**src/rtl/spi_apb_sequencer.sv**
```systemverilog
// APB master that sequences spictrl register traffic (mode config, TX push,
// event polling, RX pop, LST) on behalf of a valid/ready streaming client.
module spi_apb_sequencer #(
    parameter logic [31:0] BASE_ADDR    = 32'h0000_0000,
    parameter logic [31:0] MODE_WORD    = 32'h030B_0000,
    parameter int unsigned MAX_INFLIGHT = 8
) (
    input  logic        clk,
    input  logic        rst,
    input  logic        start,
    output logic        busy,
    output logic        done,
    output logic        err,
    input  logic [31:0] tx_data,
    input  logic        tx_valid,
    input  logic        tx_last,
    output logic        tx_ready,
    output logic [31:0] rx_data,
    output logic        rx_valid,
    output logic        rx_last,
    input  logic        rx_ready,
    output logic        psel,
    output logic        penable,
    output logic        pwrite,
    output logic [31:0] paddr,
    output logic [31:0] pwdata,
    input  logic [31:0] prdata,
    input  logic        pready
);
    localparam int unsigned   IW       = $clog2(MAX_INFLIGHT + 1);
    localparam logic [IW-1:0] MAX_CNT  = IW'(MAX_INFLIGHT);
    localparam logic [IW-1:0] ONE_CNT  = IW'(1);
    localparam logic [31:0]   OFF_MODE = 32'h0000_0020;
    localparam logic [31:0]   OFF_EVT  = 32'h0000_0024;
    localparam logic [31:0]   OFF_CTRL = 32'h0000_002C;
    localparam logic [31:0]   OFF_TX   = 32'h0000_0030;
    localparam logic [31:0]   OFF_RX   = 32'h0000_0034;
    localparam logic [31:0]   LST_WORD = 32'h0040_0000;

    typedef enum logic [2:0] {
        IDLE,
        CFG,
        POLL,
        TXW,
        RXR,
        LST,
        DRAIN,
        FIN
    } state_t;

    state_t        r_state;
    logic [IW-1:0] r_inflight;
    logic          r_lastSeen;
    logic          r_lstSent;
    logic          r_txLast;
    logic          r_busy;
    logic          r_done;
    logic          r_err;
    logic          r_txReady;
    logic [31:0]   r_rxData;
    logic          r_rxValid;
    logic          r_rxLast;
    logic          r_psel;
    logic          r_penable;
    logic          r_pwrite;
    logic [31:0]   r_paddr;
    logic [31:0]   r_pwdata;

    state_t        w_pollNext;
    state_t        w_afterState;
    state_t        w_launchState;
    logic [31:0]   w_setupAddr;
    logic [31:0]   w_setupData;
    logic          w_setupWrite;
    logic          w_accessDone;

    assign busy     = r_busy;
    assign done     = r_done;
    assign err      = r_err;
    assign tx_ready = r_txReady;
    assign rx_data  = r_rxData;
    assign rx_valid = r_rxValid;
    assign rx_last  = r_rxLast;
    assign psel     = r_psel;
    assign penable  = r_penable;
    assign pwrite   = r_pwrite;
    assign paddr    = r_paddr;
    assign pwdata   = r_pwdata;

    assign w_accessDone = r_psel && r_penable && pready;

    // Event-register decision: draining RX outranks pushing TX so the FIFO never backs up.
    always_comb begin
        w_pollNext = POLL;
        if (prdata[9] && !r_rxValid && (r_inflight != '0)) begin
            w_pollNext = RXR;
        end else if (tx_valid && !r_lastSeen && prdata[8] && (r_inflight < MAX_CNT)) begin
            w_pollNext = TXW;
        end else if (r_lastSeen && !r_lstSent) begin
            w_pollNext = LST;
        end else if (r_lastSeen && (r_inflight == '0) && !r_rxValid) begin
            w_pollNext = FIN;
        end
    end

    always_comb begin
        w_afterState  = (r_state == POLL) ? w_pollNext : POLL;
        w_launchState = (r_state == IDLE) ? CFG : w_afterState;
    end

    // Address/data for the SETUP cycle of whichever access is launched next.
    always_comb begin
        w_setupAddr  = BASE_ADDR + OFF_EVT;
        w_setupData  = '0;
        w_setupWrite = 1'b0;
        case (w_launchState)
            CFG: begin
                w_setupAddr  = BASE_ADDR + OFF_MODE;
                w_setupData  = MODE_WORD;
                w_setupWrite = 1'b1;
            end
            TXW: begin
                w_setupAddr  = BASE_ADDR + OFF_TX;
                w_setupData  = tx_data;
                w_setupWrite = 1'b1;
            end
            RXR: begin
                w_setupAddr  = BASE_ADDR + OFF_RX;
            end
            LST: begin
                w_setupAddr  = BASE_ADDR + OFF_CTRL;
                w_setupData  = LST_WORD;
                w_setupWrite = 1'b1;
            end
            default: begin
            end
        endcase
    end

    always_ff @(posedge clk) begin
        if (rst) begin
            r_state    <= IDLE;
            r_inflight <= '0;
            r_lastSeen <= 1'b0;
            r_lstSent  <= 1'b0;
            r_txLast   <= 1'b0;
            r_busy     <= 1'b0;
            r_done     <= 1'b0;
            r_err      <= 1'b0;
            r_txReady  <= 1'b0;
            r_rxData   <= '0;
            r_rxValid  <= 1'b0;
            r_rxLast   <= 1'b0;
            r_psel     <= 1'b0;
            r_penable  <= 1'b0;
            r_pwrite   <= 1'b0;
            r_paddr    <= '0;
            r_pwdata   <= '0;
        end else begin
            r_txReady <= 1'b0;
            r_done    <= 1'b0;
            if (r_rxValid && rx_ready) begin
                r_rxValid <= 1'b0;
                r_rxLast  <= 1'b0;
            end
            case (r_state)
                IDLE: begin
                    // The done cycle itself still reads as IDLE, so a start there is dropped.
                    if (start && !r_done) begin
                        r_state    <= CFG;
                        r_busy     <= 1'b1;
                        r_err      <= 1'b0;
                        r_inflight <= '0;
                        r_lastSeen <= 1'b0;
                        r_lstSent  <= 1'b0;
                        r_psel     <= 1'b1;
                        r_penable  <= 1'b0;
                        r_pwrite   <= w_setupWrite;
                        r_paddr    <= w_setupAddr;
                        r_pwdata   <= w_setupData;
                    end
                end
                CFG, POLL, TXW, RXR, LST: begin
                    if (r_psel && !r_penable) begin
                        r_penable <= 1'b1;
                    end else if (w_accessDone) begin
                        case (r_state)
                            POLL: begin
                                if (prdata[12]) begin
                                    r_err <= 1'b1;
                                end
                            end
                            TXW: begin
                                r_txReady  <= 1'b1;
                                r_inflight <= r_inflight + ONE_CNT;
                                r_lastSeen <= r_lastSeen | r_txLast;
                            end
                            RXR: begin
                                r_rxData   <= prdata;
                                r_rxValid  <= 1'b1;
                                r_rxLast   <= r_lastSeen && r_lstSent && (r_inflight == ONE_CNT);
                                r_inflight <= r_inflight - ONE_CNT;
                            end
                            LST: begin
                                r_lstSent <= 1'b1;
                            end
                            default: begin
                            end
                        endcase
                        r_state <= w_afterState;
                        if (w_afterState == FIN) begin
                            r_psel    <= 1'b0;
                            r_penable <= 1'b0;
                        end else begin
                            r_psel    <= 1'b1;
                            r_penable <= 1'b0;
                            r_pwrite  <= w_setupWrite;
                            r_paddr   <= w_setupAddr;
                            r_pwdata  <= w_setupData;
                            r_txLast  <= tx_last;
                        end
                    end
                end
                FIN: begin
                    r_done  <= 1'b1;
                    r_busy  <= 1'b0;
                    r_state <= IDLE;
                end
                default: begin
                    // DRAIN is never entered; recover cleanly if it ever is.
                    r_psel    <= 1'b0;
                    r_penable <= 1'b0;
                    r_busy    <= 1'b0;
                    r_state   <= IDLE;
                end
            endcase
        end
    end

endmodule

```
**config.mk**
```make
export PLATFORM = sky130hd
export DESIGN_NAME = spi_apb_sequencer
export DESIGN_NICKNAME = d
export VERILOG_FILES = /design/src/rtl/spi_apb_sequencer.sv
export SDC_FILE = /design/constraint.sdc
export NUM_CORES = 1
export LEC_CHECK = 0
export CORE_ASPECT_RATIO = 1.75
export CORE_MARGIN = 4
export CORE_UTILIZATION = 46
export DETAILED_ROUTE_END_ITERATION = 8
export GPL_ROUTABILITY_DRIVEN = 0
export PLACE_DENSITY = 0.86
export SLEW_MARGIN = 20
export SYNTH_ARGS = -nofsm -noshare
export SYNTH_HDL_FRONTEND = slang
export SYNTH_SLANG_ARGS = --single-unit
```
**constraint.sdc**
```tcl
create_clock -name clk -period 3.55 [get_ports clk]
set_clock_uncertainty 0.1 [all_clocks]
set_input_delay 0.8875 -clock clk [delete_from_list [all_inputs] [get_ports clk]]
set_output_delay 0.8875 -clock clk [all_outputs]
set_load 0.005 [all_outputs]
```
After elaboration in Yosys (flattened, before gate mapping)
Index checks and enable logic that the tools add are counted.
Widths: inputs -> output; s select.
{ "op_classes": {"addsub": 2, "order_cmp": 1, "eq_ne": 22, "muxes": 68, "n_bitwise": 6, "n_reduce_logical": 38} }
{ "op_table": {"columns": ["operator", "n"], "rows": [
  ["$mux 32", 8],
  ["$pmux 32 s2", 2],
  ["$pmux 32 s3", 1],
  ["$mux 1", 34],
  ["$mux 3", 9],
  ["$pmux 5 s4", 1],
  ["$reduce_and 5->1", 4],
  ["$eq 3x3->1 const B", 6],
  ["$pmux 4 s2", 2],
  ["$logic_and 1x1->1", 15],
  ["$ne 2x2->1 const B", 7],
  ["$mux 4", 3],
  ["$reduce_and 4->1", 3],
  ["$pmux 1 s2", 5],
  ["$eq 3x2->1 const B", 3],
  ["$eq 3x1->1 const B", 2],
  ["$ne 3x3->1 const B", 2],
  ["$pmux 1 s3", 2],
  ["$pmux 3 s2", 1],
  ["$reduce_and 3->1", 2],
  ["$reduce_and 6->1", 1],
  ["$logic_not 1->1", 5],
  ["$not 1->1", 5],
  ["$reduce_or 5->1", 1],
  ["13 further kinds", 13]
]} }
{ "word_totals": {"register_bits": 115, "input_bits": 71} }

Depth between registers and ports, before layout
{ "logic_depth": {"ltp_word": 16, "depth_mapped": 8, "mapped_depth_nobuf": 6} }

Worst setup path after synthesis
No wires, ideal clock.
{ "synth_timing": {"path_kind": "input-to-reg", "start": "in start", "end": "reg r_pwdata[10] (netlist: pwdata[10])", "setup_time_ns": 0.072, "t_arrival_ns": 2.149, "slack_ns": 1.230, "path_stages": 6, "path_buffers": 2, "path_cell_list": "or4b_1 -> a21o_1 -> nand3_1 -> buf_4 -> buf_6 -> mux2i_1"} }
{ "synth_via": {"elab_chain_len": 3} }
{ "synth_rtl": {"columns": ["element", "line_no", "rtl"], "rows": [
  ["start: declaration", "10", "input logic start,"],
  ["$logic_and 1x1->1", "169", "if (start && !r_done) begin"],
  ["$ne 2x1->1 (no source line)", null, null],
  ["$reduce_and 5->1 (no source line)", null, null],
  ["end signal: assignment", "180", "r_pwdata <= w_setupData;"],
  ["end signal: assignment", "219", "r_pwdata <= w_setupData;"],
  ["end: declaration", "67", "logic [31:0] r_pwdata;"]
]} }
No other way between the ends.
A chain may end at the register's enable or synchronous reset.

Final worst setup path
{ "layout_timing": {"start": "in pready", "end": "reg r_pwdata[5] (netlist: pwdata[5])"} }
{ "layout_via": {"elab_chain_len": 3} }
{ "layout_rtl": {"columns": ["element", "line_no", "rtl"], "rows": [
  ["start: declaration", "28", "input logic pready"],
  ["$logic_and 1x1->1", "90", "assign w_accessDone = r_psel && r_penable && pready;"],
  ["$ne 2x2->1 (no source line)", null, null],
  ["$reduce_and 5->1 (no source line)", null, null]
]} }
No other way between the ends.

==> impl_metrics.ini <==
[synthesis]
ys_warn_count = 0
synth_ff_type = dfxtp_1
synth_seq_cells = 87
yosysSeqAreaShare_pct = 42.09
async_reset_ff_share_pct = 0
synth.distinct_cells = 51
postSynthCellCount = 485
synth_edf_count = 0
syn-cell-area_um2 = 4138
avgSynthCellArea_um2 = 8.531

[layout]
fin_util_pct = 67.41
stdcell_count = 739
final_cell_mix = 146 x clkdlybuf4s50_1, 101 x nand2_1, 87 x dfxtp_1
n_antenna_cell = 0
mostFrequentLayoutCell = clkdlybuf4s50_1
nets = 692
drive_above_1_share_pct = 4.180
syn_to_final_growth_pct = 42.18

[sta]
timing_hold_violations_final = 0
fin_crit_sh_pct = 78.23
setup_viol = 0
slew_headroom_pct = 33.12
fmax_ghz = 0.3601
worstMarginPinSlew_ns = 1.003
rsz0062_at_grt = false
period_minus_slack_ns = 2.777
slew_violations = 0
fin_tns_setup_ns = 0

[pwr]
p_int_mw = 1.997
pwr-share-clk_pct = 40.3
power.leakage_nw = 2.100
p_switching_mw = 0.6416
switching_share_pct = 24.32
p_per_area_nw_per_um2 = 448.4
pwr-share-comb_pct = 18.9
worst_ir_drop_vdd_mv = 0.3359
pwr-share-seq_pct = 40.8
finalPower_mw = 2.638

[detailed_routing]
drt-wirelength-per-cell_um = 14.91
num_vias = 3780
drt-initial-drc-count = 160
finalWirelength_um = 11020
drc = 0
ant_nets = 0
vias_per_cell = 5.115
drtPass1Iterations = 4

[setup_path]
crit_path_end_kind = flip-flop
crit_fanout = 14
crit_path_top_delay_cell = nand3_2
path_depth = 6
worstSetupStartpoint = pready
worstSetupStartpointType = input pin
rr_worst_depth = 7
worstPathCellList = clkdlybuf4s50_1 > and4b_1 > o211ai_1 > nand3_2 > buf_12 > mux2i_1
cp.required_ns = 3.67
arrival_ns = 2.90
rrSetupSlack_ns = 0.92
crit_family = buffers and inverters
critPathKind = in -> reg
timing.rr.start = r_inflight[1]
slowest_delay_ns = 0.52
cp_num_buf_inv = 2

[die]
start_util_pct = 47.41
die_y_um = 133.5
dieArea_um2 = 10640
rows = 45
io_pins = 176
dieWidth_um = 79.70
core_um2 = 8727

[clock_network]
clk_latency_ns = 0.33
root_buffer = clkbuf_16
clock_sinks = 87
cts_buffer_depth = 2
cts_buffers = 9
post_cts_resized = 0
htreeDepth = 3
hold_buffers = 0
path_clk_slew_ns = 0.06
cts_setup_buffers = 0
cts_tree = built

[outcome]
outcome = finished clean

[place]
dpl.hpwl_um = 8463
place_inst = 723
portBuffers = 147

[grt]
globalRouteTotalUtil_pct = 20.45
overflow = 0
grt_pass1_wl_um = 17430
antenna_found_initial = 0
grt_max_degree = 63
grt_pass1_vias = 3719

[hold_path]
min_path_type = reg -> reg
worstHoldStart = rx_data[27]
min_path_cells = 2

[job]
cap_violations = 0
-- flip-flops by register name (all words and copies together) (netlist names), 3 cells and up --
signal      count
pwdata         32
rx_data        32
r_state         3
paddr           4
r_inflight      4
-- synth_stat cells (7+ instances only) --
library cell	n	area (µm²)
nand2b_1	40	250.2
mux2i_1	35	350.3
inv_1	7	26.28
nand4_1	7	43.79
a21oi_1	49	245.2
clkbuf_1	19	71.32
nand2_1	101	379.1
nand3_1	8	40.04
nor3_1	10	50.05
dfxtp_1	87	1742
buf_4	29	217.7
nor2b_1	12	75.07
o31ai_1	7	52.55
-- final timing paths --
kind / to
min reg2reg: rx_data[27]
max reg2reg: pwdata[5]
max: pwdata[5]
min: rx_data[27]
-- layer usage --
| metal | global-route usage (%) | up-vias | wire length [µm] |
|---|---|---|---|
| li1 | - | 1867 | - |
| met1 | 20.72 | 1746 | 3946 |
| met2 | 38.00 | 151 | 5956 |
| met3 | 6.292 | 16 | 908 |
| met4 | 7.648 | 0 | 206 |
| met5 | 0 | - | 0 |
-- cell type report --
cell class | count | area, µm²
fillers | 734 | 2844
multi-input cells | 358 | 2097
flip-flops and latches | 87 | 1742
repair buffers | 154 | 1531
clock buffers | 13 | 250.2
well taps | 117 | 146.4
clock inverters | 3 | 90.09
inverters | 7 | 26.28
-- through the flow --
stage | area (µm²) | worst slack, ns | hold slack (ns)
final | 5883 | 0.7727 | 0.3531
after global routing | 5883 | 0.7024 | 0.3734
after CTS | 5883 | 0.7789 | 0.3549
after detailed placement | 5543 | 0.4205 | 0.3465
after global placement | 5543 | 0.5428 | 0.3414
after floorplan | 4239 | 1.230 | 0.3421
-- power by group through the flow --
stage,Clock [mW],Combinational (mW),Sequential (mW)
floorplan,0,0.345,1.07
global placement,0,0.483,1.09
detailed placement,0,0.497,1.10
CTS,1.09,0.500,1.08
global route,1.13,0.537,1.08
finish,1.06,0.499,1.08
-- worst reg2reg max path: stages (launching register included) --
cell and delay, ns:
dfxtp_1 0.34, inv_1 0.14, ha_1 0.25, nand4bb_1 0.22, o211ai_1 0.48, nand3_2 0.52, buf_12 0.34, mux2i_1 0.13
-- kinds of logic (layout without fill, tap and decap cells) --
group	after synthesis	after routing	share of synthesized area (%)
multiplexers	35	35	8.467
buffers and inverters	67	177	9.797
adder cells (fa/ha/maj)	4	4	1.210
other	1	28	0.09063
AND/OR/NAND/NOR	204	204	24.83
flip-flops	87	87	42.09
AO/OA/AOI/OAI	87	87	13.52
No activity file was read; power rests on OpenSTA's default activity.
